--- config.mk ---
export PLATFORM = sky130hd
export DESIGN_NAME = dual_issue_unit
export DESIGN_NICKNAME = d
export VERILOG_FILES = /design/src/rtl/dual_issue_unit.sv
export SDC_FILE = /design/constraint.sdc
export NUM_CORES = 1
export LEC_CHECK = 0
export ABC_CLOCK_PERIOD_IN_PS = 5200
export BUFFER_PORTS_ARGS = -buffer_cell sky130_fd_sc_hd__buf_2
export CAP_MARGIN = 20
export CORE_AREA = 2 2 111 113
export CTS_CLUSTER_SIZE = 16
export DETAILED_ROUTE_END_ITERATION = 6
export DIE_AREA = 0 0 113 115
export PLACE_DENSITY_LB_ADDON = 0.05
export SLEW_MARGIN = 20
export SYNTH_ARGS = -nofsm -noshare
export SYNTH_HDL_FRONTEND = slang
export SYNTH_SLANG_ARGS = --single-unit
--- constraint.sdc ---
create_clock -name clk -period 5.2 [get_ports clk]
set_input_delay 0.26 -clock clk [delete_from_list [all_inputs] [get_ports clk]]
set_output_delay 0.26 -clock clk [all_outputs]
set_load 0.01 [all_outputs]
--- src/rtl/dual_issue_unit.sv ---
// Decode-side dual-issue stage: issues a fetched pair together, or splits a
// hazardous pair over two cycles while holding fetch for one cycle.
module dual_issue_unit #(
  parameter int XLEN = 32
) (
  input  logic            clk,
  input  logic            rst,
  input  logic            FlushD,
  input  logic [XLEN-1:0] InstrD1,
  input  logic [XLEN-1:0] InstrD2,
  input  logic [XLEN-1:0] PCD,
  output logic            StallF,
  output logic [XLEN-1:0] InstrE1,
  output logic [XLEN-1:0] InstrE2,
  output logic            ValidE1,
  output logic            ValidE2,
  output logic [XLEN-1:0] PCE1,
  output logic [XLEN-1:0] PCE2
);

  localparam logic [6:0] OP_R     = 7'b0110011;
  localparam logic [6:0] OP_I     = 7'b0010011;
  localparam logic [6:0] OP_LOAD  = 7'b0000011;
  localparam logic [6:0] OP_STORE = 7'b0100011;
  localparam logic [6:0] OP_BR    = 7'b1100011;
  localparam logic [6:0] OP_JAL   = 7'b1101111;
  localparam logic [6:0] OP_JALR  = 7'b1100111;
  localparam logic [6:0] OP_LUI   = 7'b0110111;
  localparam logic [6:0] OP_AUIPC = 7'b0010111;

  typedef enum logic {PAIR, SPLIT} state_t;
  state_t state_q;

  function automatic logic has_rd(input logic [6:0] op);
    return op inside {OP_R, OP_I, OP_LOAD, OP_JAL, OP_JALR, OP_LUI, OP_AUIPC};
  endfunction

  function automatic logic has_rs1(input logic [6:0] op);
    return op inside {OP_R, OP_I, OP_LOAD, OP_STORE, OP_BR, OP_JALR};
  endfunction

  function automatic logic has_rs2(input logic [6:0] op);
    return op inside {OP_R, OP_STORE, OP_BR};
  endfunction

  logic [6:0]      op1, op2;
  logic [4:0]      rd1, rd2, rs1_2, rs2_2;
  logic            v1, v2, wr1, wr2, raw, waw, mem, ctrl, conflict;
  logic [XLEN-1:0] pcd4;

  always_comb begin
    op1   = InstrD1[6:0];
    op2   = InstrD2[6:0];
    rd1   = InstrD1[11:7];
    rd2   = InstrD2[11:7];
    rs1_2 = InstrD2[19:15];
    rs2_2 = InstrD2[24:20];
    v1    = |InstrD1;
    v2    = |InstrD2;
    wr1   = has_rd(op1) && (rd1 != 5'd0);
    wr2   = has_rd(op2) && (rd2 != 5'd0);
    raw   = wr1 && ((has_rs1(op2) && rs1_2 == rd1) || (has_rs2(op2) && rs2_2 == rd1));
    waw   = wr1 && wr2 && (rd1 == rd2);
    mem   = (op1 inside {OP_LOAD, OP_STORE}) && (op2 inside {OP_LOAD, OP_STORE});
    ctrl  = op1 inside {OP_BR, OP_JAL, OP_JALR};
    conflict = v1 && v2 && (raw || waw || mem || ctrl);
    pcd4  = PCD + XLEN'(4);
    // Only a fresh pair in PAIR can stall; SPLIT drains the held I2 without stalling.
    StallF = !rst && !FlushD && (state_q == PAIR) && conflict;
  end

  always_ff @(posedge clk) begin
    if (rst || FlushD) begin
      state_q <= PAIR;
      ValidE1 <= 1'b0;
      ValidE2 <= 1'b0;
      InstrE1 <= '0;
      InstrE2 <= '0;
      PCE1    <= '0;
      PCE2    <= '0;
    end else begin
      case (state_q)
        PAIR: begin
          ValidE1 <= v1;
          InstrE1 <= v1 ? InstrD1 : '0;
          PCE1    <= v1 ? PCD : '0;
          if (conflict) begin
            state_q <= SPLIT;
            ValidE2 <= 1'b0;
            InstrE2 <= '0;
            PCE2    <= '0;
          end else begin
            state_q <= PAIR;
            ValidE2 <= v2;
            InstrE2 <= v2 ? InstrD2 : '0;
            PCE2    <= v2 ? pcd4 : '0;
          end
        end
        default: begin
          state_q <= PAIR;
          ValidE1 <= v2;
          InstrE1 <= v2 ? InstrD2 : '0;
          PCE1    <= v2 ? pcd4 : '0;
          ValidE2 <= 1'b0;
          InstrE2 <= '0;
          PCE2    <= '0;
        end
      endcase
    end
  end

endmodule

==> run_results.csv <==
group,metric,value,unit
run_status,status,"finished with violations",
run_status,violations,"DRC",
place,place_congestion,0.8748,
sta,fmax,403.2,MHz
floorplanning,rows,40,
place,place_area,6389,um2
finish,drive_above_1_share,34.89,%
routing,drtIter0Drc,285,
synthesis,synth_compound_area_share,13.16,%
worst_setup_path,slowest_delay,680,ps
place,hpwl,11.11,mm
clock_network,cts.path.max_buffers,2,
clock_network,cts_tree,"yes",
global_routing,grt_use_total,23.42,%
pwr,power.leakage,3.310,nW
job,cap_violations,0,
finish,fin_nets,881,
synthesis,ys.warnings.count,0,
worst_hold_path,hold_path.class,"in -> reg",
worst_setup_path,critPathLaunch,"InstrD2[2]",
routing,drt_pass1_iterations,7,
sta,period_share,47.70,%
clock_network,ctsResizeCount,0,
synthesis,synthCells,560,
sta,drv_slew,0,
routing,avgRoutedWirePerCell,16.38,um
synthesis,synthAdderAreaFrac,0.2427,%
worst_setup_path,crit_family,"simple AND/OR/NAND/NOR gates",
synthesis,synth-edff-count,0,
worst_setup_path,crit_required,5500,ps
worst_hold_path,hp-start,"PCD[1]",
synthesis,synthSimpleGateAreaFrac,24.68,%
pwr,ir_drop,0.1765,mV
synthesis,synth_largest_area_cell,"dfxtp_1",
synthesis,synth_cell_types,46,
floorplanning,die_y,115,um
global_routing,grt_remaining_overflow,0,
floorplanning,core,11810,um2
routing,drt-total-wl,15.43,mm
clock_network,clkSlewWorstSetupHoldPaths,50,ps
finish,fin_area,6987,um2
clock_network,htree_num_levels,4,
sta,finalHoldWorstSlack,71.53,ps
worst_setup_path,crit_type,"in -> reg",
clock_network,clock-sinks,131,
clock_network,cts_root_buf,"clkbuf_16",
global_routing,antenna_found_initial,1,
sta,rsz0062_at_grt,"no",
clock_network,cts_buffers,17,
synthesis,syn_avg_cell_area,9.205,um2
worst_setup_path,path_cells,"buf_2 -> nor4_1 -> nand4_1 -> nor2_1 -> or4_4 -> o21ai_4 -> inv_2 -> and2_1",
sta,fin_skew,5.144,ps
sta,finalSetupViolCount,0,
clock_network,clock_latency,410,ps
synthesis,synth.mux.area_fraction,0.5825,%
synthesis,synth_top_family_by_area,"simple AND/OR/NAND/NOR gates",
floorplanning,die-area,13000,um2
synthesis,seq_area_frac_synth,50.87,%
synthesis,synth_commonest_cells,"131 x dfxtp_1, 96 x nor2_1, 41 x and2_1, 37 x a21oi_1",
routing,post_drt_via_cell_ratio,5.170,
finish,area_growth,35.53,%
sta,tns,0,ps
pwr,finalPower,2.496,mW
routing,route.vias.total,4870,
synthesis,synth.most_common_cell,"dfxtp_1",
synthesis,synth_top_area_share,50.87,%
worst_setup_path,arrival,2780,ps
synthesis,synthArstFlopShare,0,%
routing,drc_errors,15,
global_routing,grt_pass1_wl,23.63,mm
place,io_buffers,229,
worst_setup_path,critPathBufInv,2,
global_routing,grt_start_max_net_pins,50,
finish,fillers,1090,
sta,worst_pin_slew,855.1,ps
synthesis,ys_ff_latch,131,
clock_network,cts_setup_buffers,0,
sta,period_minus_slack,2480,ps
worst_setup_path,cp_slowest_cell,"o21ai_4",
synthesis,yosys.area_share.xor_xnor,7.136,%
worst_setup_path,r2r-start,"state_q",
floorplanning,num_io_pins,230,
global_routing,grt_pass1_vias,4571,
synthesis,synth_ff_type,"dfxtp_1",
sta,hold_viol,0,
routing,ant_nets,0,
pwr,power_density,357.2,nW/um2
synthesis,synth.net_count,660,
synthesis,syn_area,5155,um2
floorplanning,die_x,113,um
worst_setup_path,crit_path_end_kind,"flip-flop",
sta,maxSlewHeadroom,42.78,%
clock_network,postCtsHoldBufs,0,
worst_setup_path,crit_path_start_kind,"primary input",
floorplanning,initial_core_util,43.64,%
worst_setup_path,crit_path_max_fanout,38,
synthesis,synthTopCellsByArea,"dfxtp_1 51%, nor2_1 7.0%, and2_1 5.0%",
## routing by layer
metal	vias to the layer above	global-route usage (%)	part of all wire, %
li1	2394	-	-
met1	2249	30.89	46
met2	203	35.85	44
met3	24	8.013	8.7
met4	0	8.618	1.9
met5	-	0	0
## worst reg2reg max path, delay by kind of cell (launching register included)
| family | cells | cell delay (ps) |
|---|---|---|
| AND/OR/NAND/NOR | 2 | 710 |
| flip-flops | 1 | 500 |
| buffers and inverters | 1 | 480 |
| AO/OA/AOI/OAI | 2 | 720 |
## power breakdown
group / leakage (nW) / total [mW] / switching, mW / internal (mW)
sequential: 1.08 / 1.06 / 0.0101 / 1.05
clock: 0.294 / 1.20 / 0.425 / 0.775
combinational: 1.94 / 0.239 / 0.140 / 0.0996
total: 3.31 / 2.50 / 0.575 / 1.92
## flip-flops by register name (all words and copies together) (netlist names)
| name | flops |
|---|---|
| InstrE1 | 32 |
| InstrE2 | 32 |
| PCE1 | 32 |
| PCE2 | 32 |
| ValidE1 | 1 |
| ValidE2 | 1 |
| state_q | 1 |
## kinds of logic (layout without fill, tap and decap cells)
| group | Yosys count | count (layout) |
|---|---|---|
| AO/OA/AOI/OAI | 106 | 106 |
| XOR/XNOR | 42 | 42 |
| adder cells (fa/ha/maj) | 1 | 1 |
| buffers and inverters | 36 | 270 |
| flip-flops | 131 | 131 |
| multiplexers | 3 | 3 |
| other | 0 | 1 |
| AND/OR/NAND/NOR | 241 | 241 |
## stage by stage
step	util, %	instances	worst slack [ps]
after floorplan	-	560	3291
after global placement	54.09	909	2354
after detailed placement	54.09	909	2257
after CTS	59.13	941	2692
after global routing	59.15	942	2545
final	59.15	942	2720
## placed cells by master (no fill, tap or decap), drive strengths merged, types with 17 or more instances in the layout
| cell | netlist | final |
|---|---|---|
| buf | 10 | 233 |
| o21ai | 17 | 17 |
| a21oi | 37 | 37 |
| nor2 | 96 | 96 |
| and2 | 42 | 42 |
| clkbuf | 21 | 22 |
| dfxtp | 131 | 131 |
| nor4 | 19 | 19 |
| a22oi | 27 | 27 |
| xor2 | 27 | 27 |
## path summary, 6_finish.rpt
kind	depth (start not counted)	to	slack [ps]
hold / removal	2	PCE2[1]	70
setup / recovery	8	InstrE2[7]	2720
hold reg to reg	2	InstrE1[24]	810
setup reg to reg	5	InstrE2[7]	2750
## final cells by class
cell class / count / area [um2] / area share, %
repair buffers: 233 / 1176 / 16.83
diodes: 1 / 2.502 / 0.03582
flip-flops and latches: 131 / 2623 / 37.54
clock buffers: 22 / 464.2 / 6.644
multi-input cells: 393 / 2387 / 34.17
clock inverters: 10 / 131.4 / 1.880
inverters: 5 / 18.77 / 0.2686
well taps: 147 / 183.9 / 2.633
(Power assumes the default switching activity.)
